## src/rtl/nn_pkg.sv

```systemverilog
// Shared neural-network datapath definitions: operand format, layer
// sequencer state encoding and a width helper for address/index buses.
package nn_pkg;

    // Q12.4 signed operands and results
    localparam int DATA_W = 16;
    localparam int FRAC_W = 4;

    typedef enum logic [2:0] {
        IDLE  = 3'd0,
        CLEAR = 3'd1,
        ACCUM = 3'd2,
        DRAIN = 3'd3,
        WRITE = 3'd4,
        DONE  = 3'd5
    } layer_state_t;

    // Bits needed to index n items, never less than one so that
    // single-entry configurations still get a real (constant-zero) bus.
    function automatic int width_of(input int n);
        return (n <= 2) ? 1 : $clog2(n);
    endfunction

endpackage

```

## src/rtl/layer_controller_if.sv

```systemverilog
// Bus bundle between the layer sequencer and its surroundings: value and
// weight read ports, MAC operand/clear/accumulator path and the result port.
// master = sequencer side, slave = memories / MAC / result sink side.
interface layer_controller_if #(
    parameter int N_INPUTS = 10,
    parameter int N_NODES  = 4,
    parameter int DATA_W   = nn_pkg::DATA_W
);
    localparam int VA_W  = nn_pkg::width_of(N_INPUTS);
    localparam int WA_W  = nn_pkg::width_of(N_INPUTS * N_NODES);
    localparam int IDX_W = nn_pkg::width_of(N_NODES);

    // memory read ports (data valid one cycle after address)
    logic [VA_W-1:0]   value_addr;
    logic [WA_W-1:0]   weight_addr;
    logic [DATA_W-1:0] value_rdata;
    logic [DATA_W-1:0] weight_rdata;

    // MAC operands, clear and accumulator readback
    logic [DATA_W-1:0] mac_value;
    logic [DATA_W-1:0] mac_weight;
    logic              mac_clear;
    logic [DATA_W-1:0] mac_out;

    // per-node result port
    logic              result_valid;
    logic [IDX_W-1:0]  result_idx;
    logic [DATA_W-1:0] result_data;

    modport master (
        output value_addr, weight_addr,
        input  value_rdata, weight_rdata,
        output mac_value, mac_weight, mac_clear,
        input  mac_out,
        output result_valid, result_idx, result_data
    );

    modport slave (
        input  value_addr, weight_addr,
        output value_rdata, weight_rdata,
        input  mac_value, mac_weight, mac_clear,
        output mac_out,
        input  result_valid, result_idx, result_data
    );

endinterface

```

## src/rtl/layer_addr_gen.sv

```systemverilog
// Input counter, node counter and weight address generation for the layer
// sequencer. The weight address is node_idx*N_INPUTS + cnt, built by
// accumulating N_INPUTS into a per-node base instead of multiplying.
// The value address is the input counter itself, so it holds outside ACCUM.
module layer_addr_gen #(
    parameter int N_INPUTS = 10,
    parameter int N_NODES  = 4,
    parameter int VA_W     = 4,
    parameter int WA_W     = 6,
    parameter int IDX_W    = 2
) (
    input  logic             clk,
    input  logic             reset,
    input  logic             node_rst,    // start of a layer pass
    input  logic             node_inc,    // advance to next node
    input  logic             cnt_clr,     // issue address for input 0
    input  logic             cnt_inc,     // issue address for next input
    output logic             cnt_last,
    output logic             node_last,
    output logic [IDX_W-1:0] node_idx,
    output logic [VA_W-1:0]  value_addr,
    output logic [WA_W-1:0]  weight_addr
);

    logic [VA_W-1:0]  cnt_reg;
    logic [IDX_W-1:0] node_idx_reg;
    logic [WA_W-1:0]  weight_base_reg;
    logic [WA_W-1:0]  weight_addr_reg;

    // Node index and weight-row base: cleared per pass, stepped per node.
    always_ff @(posedge clk) begin
        if (reset || node_rst) begin
            node_idx_reg    <= '0;
            weight_base_reg <= '0;
        end else if (node_inc) begin
            node_idx_reg    <= node_idx_reg + IDX_W'(1);
            weight_base_reg <= weight_base_reg + WA_W'(N_INPUTS);
        end
    end

    // Input counter and weight address: restart at the row base, then step
    // together; both hold their last value whenever neither strobe is set.
    always_ff @(posedge clk) begin
        if (reset) begin
            cnt_reg         <= '0;
            weight_addr_reg <= '0;
        end else if (cnt_clr) begin
            cnt_reg         <= '0;
            weight_addr_reg <= weight_base_reg;
        end else if (cnt_inc) begin
            cnt_reg         <= cnt_reg + VA_W'(1);
            weight_addr_reg <= weight_addr_reg + WA_W'(1);
        end
    end

    assign cnt_last    = (cnt_reg == VA_W'(N_INPUTS - 1));
    assign node_last   = (node_idx_reg == IDX_W'(N_NODES - 1));
    assign node_idx    = node_idx_reg;
    assign value_addr  = cnt_reg;
    assign weight_addr = weight_addr_reg;

endmodule

```

## src/rtl/layer_controller.sv

```systemverilog
// Fully-connected layer sequencer driving a single MAC. For each node it
// clears the accumulator, streams N_INPUTS value/weight pairs from the
// synchronous-read memories, waits out the MAC latency and emits the
// captured accumulator on the result port.
// Optional build macro: LAYER_CTRL_RELU_EN applies ReLU to captured results.
module layer_controller #(
    parameter int N_INPUTS = 10,
    parameter int N_NODES  = 4,
    parameter int DATA_W   = nn_pkg::DATA_W,
    parameter int MAC_LAT  = 1
) (
    input  logic                clk,
    input  logic                reset,
    input  logic                start,
    output logic                busy,
    output logic                done,
    layer_controller_if.master  bus
);
    import nn_pkg::*;

    localparam int VA_W  = width_of(N_INPUTS);
    localparam int WA_W  = width_of(N_INPUTS * N_NODES);
    localparam int IDX_W = width_of(N_NODES);
    localparam int DR_W  = width_of(MAC_LAT + 1);

    layer_state_t state_reg;
    layer_state_t state_next;

    logic              node_rst;
    logic              node_inc;
    logic              cnt_clr;
    logic              cnt_inc;
    logic              cnt_last;
    logic              node_last;
    logic [IDX_W-1:0]  node_idx;
    logic [VA_W-1:0]   value_addr;
    logic [WA_W-1:0]   weight_addr;

    logic              feed_reg;
    logic [DR_W-1:0]   drain_cnt_reg;
    logic              drain_last;
    logic [DATA_W-1:0] result_data_reg;
    logic [DATA_W-1:0] captured;
    logic              mac_clear;
    logic              result_valid;

    layer_addr_gen #(
        .N_INPUTS (N_INPUTS),
        .N_NODES  (N_NODES),
        .VA_W     (VA_W),
        .WA_W     (WA_W),
        .IDX_W    (IDX_W)
    ) u_addr_gen (
        .clk         (clk),
        .reset       (reset),
        .node_rst    (node_rst),
        .node_inc    (node_inc),
        .cnt_clr     (cnt_clr),
        .cnt_inc     (cnt_inc),
        .cnt_last    (cnt_last),
        .node_last   (node_last),
        .node_idx    (node_idx),
        .value_addr  (value_addr),
        .weight_addr (weight_addr)
    );

    // State register.
    always_ff @(posedge clk) begin
        if (reset) begin
            state_reg <= IDLE;
        end else begin
            state_reg <= state_next;
        end
    end

    // Next-state logic: one CLEAR, N_INPUTS ACCUM, 1+MAC_LAT DRAIN, one WRITE per node.
    always_comb begin
        state_next = state_reg;
        case (state_reg)
            IDLE:    if (start) state_next = CLEAR;
            CLEAR:   state_next = ACCUM;
            ACCUM:   if (cnt_last) state_next = DRAIN;
            DRAIN:   if (drain_last) state_next = WRITE;
            WRITE:   state_next = node_last ? DONE : CLEAR;
            DONE:    state_next = IDLE;
            default: state_next = IDLE;
        endcase
    end

    // State-decoded outputs and counter strobes; the MAC is also held clear during reset.
    always_comb begin
        busy         = (state_reg != IDLE);
        done         = (state_reg == DONE);
        mac_clear    = reset || (state_reg == CLEAR);
        result_valid = (state_reg == WRITE);
        node_rst     = (state_reg == IDLE) && start;
        node_inc     = (state_reg == WRITE) && !node_last;
        cnt_clr      = (state_reg == CLEAR);
        cnt_inc      = (state_reg == ACCUM) && !cnt_last;
    end

    // An address presented during ACCUM returns data one cycle later, so
    // feed trails ACCUM by one cycle and covers the first DRAIN cycle.
    always_ff @(posedge clk) begin
        if (reset) begin
            feed_reg <= 1'b0;
        end else begin
            feed_reg <= (state_reg == ACCUM);
        end
    end

    // Count DRAIN cycles so the last operand has fully propagated through the MAC.
    always_ff @(posedge clk) begin
        if (reset) begin
            drain_cnt_reg <= '0;
        end else if (state_reg == DRAIN) begin
            drain_cnt_reg <= drain_cnt_reg + DR_W'(1);
        end else begin
            drain_cnt_reg <= '0;
        end
    end

    assign drain_last = (drain_cnt_reg == DR_W'(MAC_LAT));

`ifdef LAYER_CTRL_RELU_EN
    assign captured = bus.mac_out[DATA_W-1] ? '0 : bus.mac_out;
`else
    assign captured = bus.mac_out;
`endif

    // Capture the finished accumulator on the way into WRITE so it is stable
    // on the result port for the whole result_valid cycle.
    always_ff @(posedge clk) begin
        if (reset) begin
            result_data_reg <= '0;
        end else if ((state_reg == DRAIN) && drain_last) begin
            result_data_reg <= captured;
        end
    end

    assign bus.value_addr   = value_addr;
    assign bus.weight_addr  = weight_addr;
    assign bus.mac_value    = feed_reg ? bus.value_rdata  : '0;
    assign bus.mac_weight   = feed_reg ? bus.weight_rdata : '0;
    assign bus.mac_clear    = mac_clear;
    assign bus.result_valid = result_valid;
    assign bus.result_idx   = node_idx;
    assign bus.result_data  = result_data_reg;

endmodule
```

## src/flat_wrapper.sv

```systemverilog
// flat-port wrapper written by rule: the top's interface ports become plain ports
module layer_controller_flat import nn_pkg::*;
#(
    parameter int N_INPUTS = 10,
    parameter int N_NODES  = 4,
    parameter int DATA_W   = nn_pkg::DATA_W,
    parameter int MAC_LAT  = 1
)
  (clk, reset, start, busy, done, bus_value_addr, bus_weight_addr, bus_value_rdata, bus_weight_rdata, bus_mac_value, bus_mac_weight, bus_mac_clear, bus_mac_out, bus_result_valid, bus_result_idx, bus_result_data);
  layer_controller_if #(.N_INPUTS(N_INPUTS), .N_NODES(N_NODES), .DATA_W(DATA_W)) bus_i ();
  input  logic clk;
  input  logic reset;
  input  logic start;
  output logic busy;
  output logic done;
  output wire logic [$bits(bus_i.value_addr)-1:0] bus_value_addr;
  output wire logic [$bits(bus_i.weight_addr)-1:0] bus_weight_addr;
  input wire logic [$bits(bus_i.value_rdata)-1:0] bus_value_rdata;
  input wire logic [$bits(bus_i.weight_rdata)-1:0] bus_weight_rdata;
  output wire logic [$bits(bus_i.mac_value)-1:0] bus_mac_value;
  output wire logic [$bits(bus_i.mac_weight)-1:0] bus_mac_weight;
  output wire logic [$bits(bus_i.mac_clear)-1:0] bus_mac_clear;
  input wire logic [$bits(bus_i.mac_out)-1:0] bus_mac_out;
  output wire logic [$bits(bus_i.result_valid)-1:0] bus_result_valid;
  output wire logic [$bits(bus_i.result_idx)-1:0] bus_result_idx;
  output wire logic [$bits(bus_i.result_data)-1:0] bus_result_data;
  assign bus_value_addr = bus_i.value_addr;
  assign bus_weight_addr = bus_i.weight_addr;
  assign bus_i.value_rdata = bus_value_rdata;
  assign bus_i.weight_rdata = bus_weight_rdata;
  assign bus_mac_value = bus_i.mac_value;
  assign bus_mac_weight = bus_i.mac_weight;
  assign bus_mac_clear = bus_i.mac_clear;
  assign bus_i.mac_out = bus_mac_out;
  assign bus_result_valid = bus_i.result_valid;
  assign bus_result_idx = bus_i.result_idx;
  assign bus_result_data = bus_i.result_data;
  layer_controller #(.N_INPUTS(N_INPUTS), .N_NODES(N_NODES), .DATA_W(DATA_W), .MAC_LAT(MAC_LAT)) u_core (.clk(clk), .reset(reset), .start(start), .busy(busy), .done(done), .bus(bus_i));
endmodule
```

## config.mk

```make
export PLATFORM = sky130hd
export DESIGN_NAME = layer_controller_flat
export DESIGN_NICKNAME = d
export VERILOG_FILES = /design/src/rtl/nn_pkg.sv /design/src/rtl/layer_controller_if.sv /design/src/rtl/layer_addr_gen.sv /design/src/rtl/layer_controller.sv /design/src/flat_wrapper.sv
export SDC_FILE = /design/constraint.sdc
export NUM_CORES = 1
export LEC_CHECK = 0
export ABC_AREA = 1
export ABC_CLOCK_PERIOD_IN_PS = 2700
export BUFFER_PORTS_ARGS = -buffer_cell sky130_fd_sc_hd__buf_2
export CORE_ASPECT_RATIO = 0.6
export CORE_MARGIN = 3
export CORE_UTILIZATION = 50
export CTS_BUF_LIST = sky130_fd_sc_hd__clkbuf_8
export CTS_CLUSTER_DIAMETER = 200
export DETAILED_ROUTE_END_ITERATION = 10
export PLACE_DENSITY_LB_ADDON = 0.12
export SETUP_SLACK_MARGIN = 0.15
export SYNTH_ARGS = -nofsm -noshare
export SYNTH_HDL_FRONTEND = slang
export SYNTH_SLANG_ARGS = --single-unit
```

## constraint.sdc

```tcl
create_clock -name clk -period 2.7 [get_ports clk]
set_input_delay 0.135 -clock clk [delete_from_list [all_inputs] [get_ports clk]]
set_output_delay 0.135 -clock clk [all_outputs]
set_load 0.05 [all_outputs]
```

; After elaboration in Yosys (flattened, before gate mapping)
; Index checks and enable logic that the tools add are counted.
; Widths: inputs -> output; s select.
[word_totals]
wordCells = 47
ram_bits = 0
mem_count = 0
latch_bits = 0
inputBits = 51
ff_bits = 39
mem_bits_ro = 0
[op_classes]
bitwise = 1
div = 0
add_sub_neg = 5
eq_ne = 10
n_shift = 0
mux = 9
n_reduce_logical = 14
n_lt_le_gt_ge = 0
multipliers = 0
[ops]
columns = operator, n
row1 = $mux 16, 2
row2 = $pmux 3 s5, 1
row3 = $mux 3, 4
row4 = $mux 6, 2
row5 = $add 6x1->6 const B, 1
row6 = $add 6x4->6 const B, 1
row7 = $eq 3x2->1 const B, 2
row8 = $eq 3x3->1 const B, 2
row9 = $add 4x1->4 const B, 1
row10 = $eq 4x4->1 const B, 1
row11 = $logic_and 1x1->1, 4
row12 = $ne 2x1->1 const B, 2
row13 = $reduce_or 2->1, 2
row14 = $eq 3x1->1 const B, 1
row15 = $logic_not 3->1, 1
row16 = $reduce_and 3->1, 1
row17 = $reduce_bool 3->1, 1
row18 = $add 2x1->2 const B, 1
row19 = $eq 2x2->1 const B, 1
row20 = $logic_not 1->1, 2
row21 = $logic_or 1x1->1, 2
row22 = $ne 2x2->1 const B, 1
row23 = $reduce_bool 2->1, 1
row24 = $add 1x1->1 const B, 1
row25 = $not 1->1, 1

; Logic depth before layout (Yosys ltp)
[logic_depth]
word_depth = 5
ltp_mapped = 9
depth_no_buf = 9

; By module
; A second synthesis with hierarchy kept.
[unflattened]
hier_cells = 295
area_unflattened_um2 = 2168.3
[by_module_without_submodules]
columns = mod, cells_each, area_per_inst_um2, n_inst, seq_area_each_um2
row1 = layer_controller, 184, 1261.2, 1, 420.4
row2 = layer_addr_gen, 111, 907.1, 1, 340.3

; Least setup slack after synthesis
; Ideal clock, no wire load.
[synth_timing]
kind = flip-flop to output port
start = reg u_core.state_reg[2]
end = out done
stages_incl_launch_ff = 3
t_required_ns = 2.565
arrival_ns = 1.576
n_path_buf = 0
setup_slack_ns = 0.989
cell_sequence = dfxtp_1 -> inv_2 -> nor3_1
[synth_between]
elab_chain_len = 1
[synth_rtl]
columns = item, line
row1 = "start, declared", layer_controller.sv:26  ; layer_state_t state_reg;
row2 = "start signal, assigned", layer_controller.sv:72  ; state_reg <= state_next;
row3 = $eq 3x3->1, layer_controller.sv:93  ; done = (state_reg == DONE);
row4 = "end, declared", flat_wrapper.sv:15  ; output logic done;
; Every way passes these cells.

; Worst setup path in the final report
[layout_timing]
start = reg u_core.feed_reg
end = out bus_mac_weight[9]
[layout_between]
elab_chain_len = 1
[layout_rtl]
columns = item, line
row1 = "start, declared", layer_controller.sv:39  ; logic feed_reg;
row2 = "start signal, assigned", layer_controller.sv:108  ; feed_reg <= (state_reg == ACCUM);
row3 = $mux 16, layer_controller.sv:144  ; assign bus.mac_weight = feed_reg ? bus.weight_rdata : '0;
row4 = "end, declared", flat_wrapper.sv:21  ; output wire logic [$bits(bus_i.mac_weight)-1:0] bus_mac_weight;
; Every way passes these cells.

==> metrics.yaml <==
min_path:
  hold_end: "u_core.bus.result_data[14]"
  timing.hold.worst_path_depth: 3
  worstHoldPathType: "in -> reg"
  worstHoldStart: "bus_mac_out[14]"
pwr:
  power_density_nw_per_um2: 696
  leakage_component_of_the_power_uw: 0.00160
  ir_worst_vdd_mv: 0.341
layout:
  largest_register_ff_count: 16
  final_nets: 476
  num_antenna_cells: 0
  syn2layout_area_growth_pct: 33.2
  final_layout_size_suffix_gt1_share_pct: 38.3
setup_path:
  cp-start-kind: "register"
  timing.critical_path.required_ns: 2.57
  critPathMaxStageDelay_ns: 0.95
  crit_arrival_ns: 1.70
  r2r.worst_path.cells: 5
  timing.critical_path.cells: "nand2_1 > inv_1 > buf_2"
  rrSetupSlack_ns: 1.04
  reg2reg_to: "u_core.bus.result_data[1]"
  critPathSlowestCell: "dfxtp_1"
  startpoint_of_the_lowest_slack_register_to_register_path: "u_core.state_reg[1]"
  critical_path_peak_fanout: 32
  endpoint_kind: "output pin"
  crit_type: "reg -> out"
routing:
  ant_nets: 0
  route.final.wire_length_um: 5520
  route.detailed.drc: 0
  dr_total_vias: 2208
  initial_drt_markers: 101
  drt_pre_antenna_iters: 4
  vias_per_cell: 4.63
  routedWlPerCell_um: 11.6
timing:
  final.period_utilization_pct: 68.1
  fmax_ghz: 0.544
  postLayoutSetupSlackWorst_ns: 0.861
  setup_violations: 0
  clock-skew-final_ns: 0.00607
  timing.final.hold_violations: 0
  setup_tns_ns: 0
  hold_ws_ns: 0.110
  slew_headroom_pct: 36.4
  fin_crit_ns: 1.84
  timing_max_transition_violations_final: 0
  rsz0062_at_grt: "false"
  timing_worst_slew_pin_value_ns: 0.953
logic_synthesis:
  seq_total_area_yosys_pct: 36.1
  syn_avg_cell_area_um2: 6.87
  synthesis.instances: 307
  ys_top_cells_by_count: "nand2_1 (81), inv_1 (53), dfxtp_1 (38), nor2_1 (27), a21oi_1 (24)"
  top_post_synthesis_cells_by_area: "dfxtp_1 (36%), nand2_1 (14%), inv_1 (9.4%)"
  synthDominantCellAreaShare_pct: 36.1
  yosys_register_bits: 38
  synth-async-reset-ratio_pct: 0
  synth_top_family_by_area: "simple AND/OR/NAND/NOR gates"
  synth.net_count: 363
  cell_variety_after_synth: 28
  synth_edf_count: 0
  yosysMostFrequentCell: "nand2_1"
  synth.mux.area_fraction_pct: 0
  post_synth_and_or_nand_nor_area_fraction_pct: 35.8
  mappedNetlistArea_um2: 2110
  fraction_of_the_mapped_netlist_area_in_adder_cells_pct: 2.97
  netlist.top_cell.by_area: "dfxtp_1"
  synth-warning-count: 0
  yosys.area_share.xor_xnor_pct: 0.831
  synth_compound_area_share_pct: 11.5
  dominantRegCellSynth: "dfxtp_1"
die:
  fp.dieW_um: 89.8
  core_um2: 3850
  floorplan.initialDensity_pct: 54.8
  die_height_um: 56.3
  pin_count: 115
  die-area_um2: 5060
  core.rowCount: 17
global_route:
  use_met2_pct: 38.7
  initial_antenna_violation_count: 0
  grtUsageTotal_pct: 21.9
  largest_net_degree_at_the_start_of_global_routing: 33
  globalRoute.totalOverflow: 0
  use_met3_pct: 8.03
  grt_pass1_vias: 2070
  grt_util_met1_pct: 25.7
  global_route_wire_length_before_repair_um: 9270
  grt.busiest_layer: "met2"
clock_network:
  postCtsHoldBufs: 0
  post-cts-setup-buffer-count: 0
  cts_max_path_buffers: 2
  cts.repair.resized: 0
  cts_root_buf: "clkbuf_8"
  clock_latency_of_the_later_clocked_register_in_the_worst_skew_pair_ns: 0.28
  tritoncts_clock_tree: "yes"
  cts_buffers: 5
  clk_pin_slew_worst_paths_ns: 0.07
  clock-sinks: 38
  htree_levels: 2
placed_design:
  globalplace.congestion: 0.793
  preCtsSetupSlack_ns: 1.06
  hpwl_um: 4180
  portBuffers: 114
status:
  result_of_the_run: "finished, final reports clean"
job:
  drv.max_cap_violation_count: 0
critical path: cells and delay by family, from the launching register on:
family / cells / cell delay, ns
flip-flops: 1 / 0.95
buffers and inverters: 2 / 0.33
AND/OR/NAND/NOR: 1 / 0.13
metal layers:
layer | up-vias | share of wire, %
li1 | 1167 | -
met1 | 962 | 44
met2 | 77 | 47
met3 | 2 | 8.7
met4 | 0 | 0.27
met5 | - | 0
how the worst max path moves through the flow:
| stage | startpoint | to |
|---|---|---|
| finish | u_core.feed_reg | bus_mac_weight[9] |
| global route | u_core.feed_reg | bus_mac_weight[14] |
| CTS | u_core.feed_reg | bus_mac_weight[9] |
| detailed placement | u_core.state_reg[1] | u_core.bus.result_data[14] |
| global placement | u_core.state_reg[1] | u_core.bus.result_data[11] |
| floorplan | u_core.state_reg[2] | done |
final cells by class:
class	count	area, um2
clock buffers	6	82.6
clock inverters	1	30.0
fillers	341	1040
inverters	55	208
multi-input cells	205	1080
flip-flops and latches	38	761
well taps	57	71.3
repair buffers	115	578
stage by stage:
stage          area, um2  utilization, %  std cells  total power [uW]
2_1_floorplan       2110               -        307              1300
3_3_place_gp        2700            70.0        470              1470
3_5_place_dp        2700            70.0        470              1480
4_1_cts             2810            72.9        477              1960
5_1_grt             2810            72.9        477              2070
6_report            2810            72.9        477              1950
power breakdown:
group	internal, uW	switching [uW]
clock network	295	184
logic	192	609
registers	600	73.1
total	1090	867
cell usage in the layout (no fill, tap or decap), drive strengths merged:
master / n
nand4: 1
nor2: 30
ha: 5
xnor2: 1
nor3: 1
clkinv: 1
dfxtp: 38
inv: 54
bufinv: 1
nand2: 95
nand3: 28
a21oi: 33
o21ai: 7
xor2: 1
clkbuf: 6
a211oi: 1
buf: 115
or2: 2
kinds of logic after synthesis:
family,Yosys count
simple gates,157
buf+inv,64
compound gates,41
flops,38
fa+ha+maj,5
xor+xnor,2
Note: power is estimated with default switching activity, not from simulation.
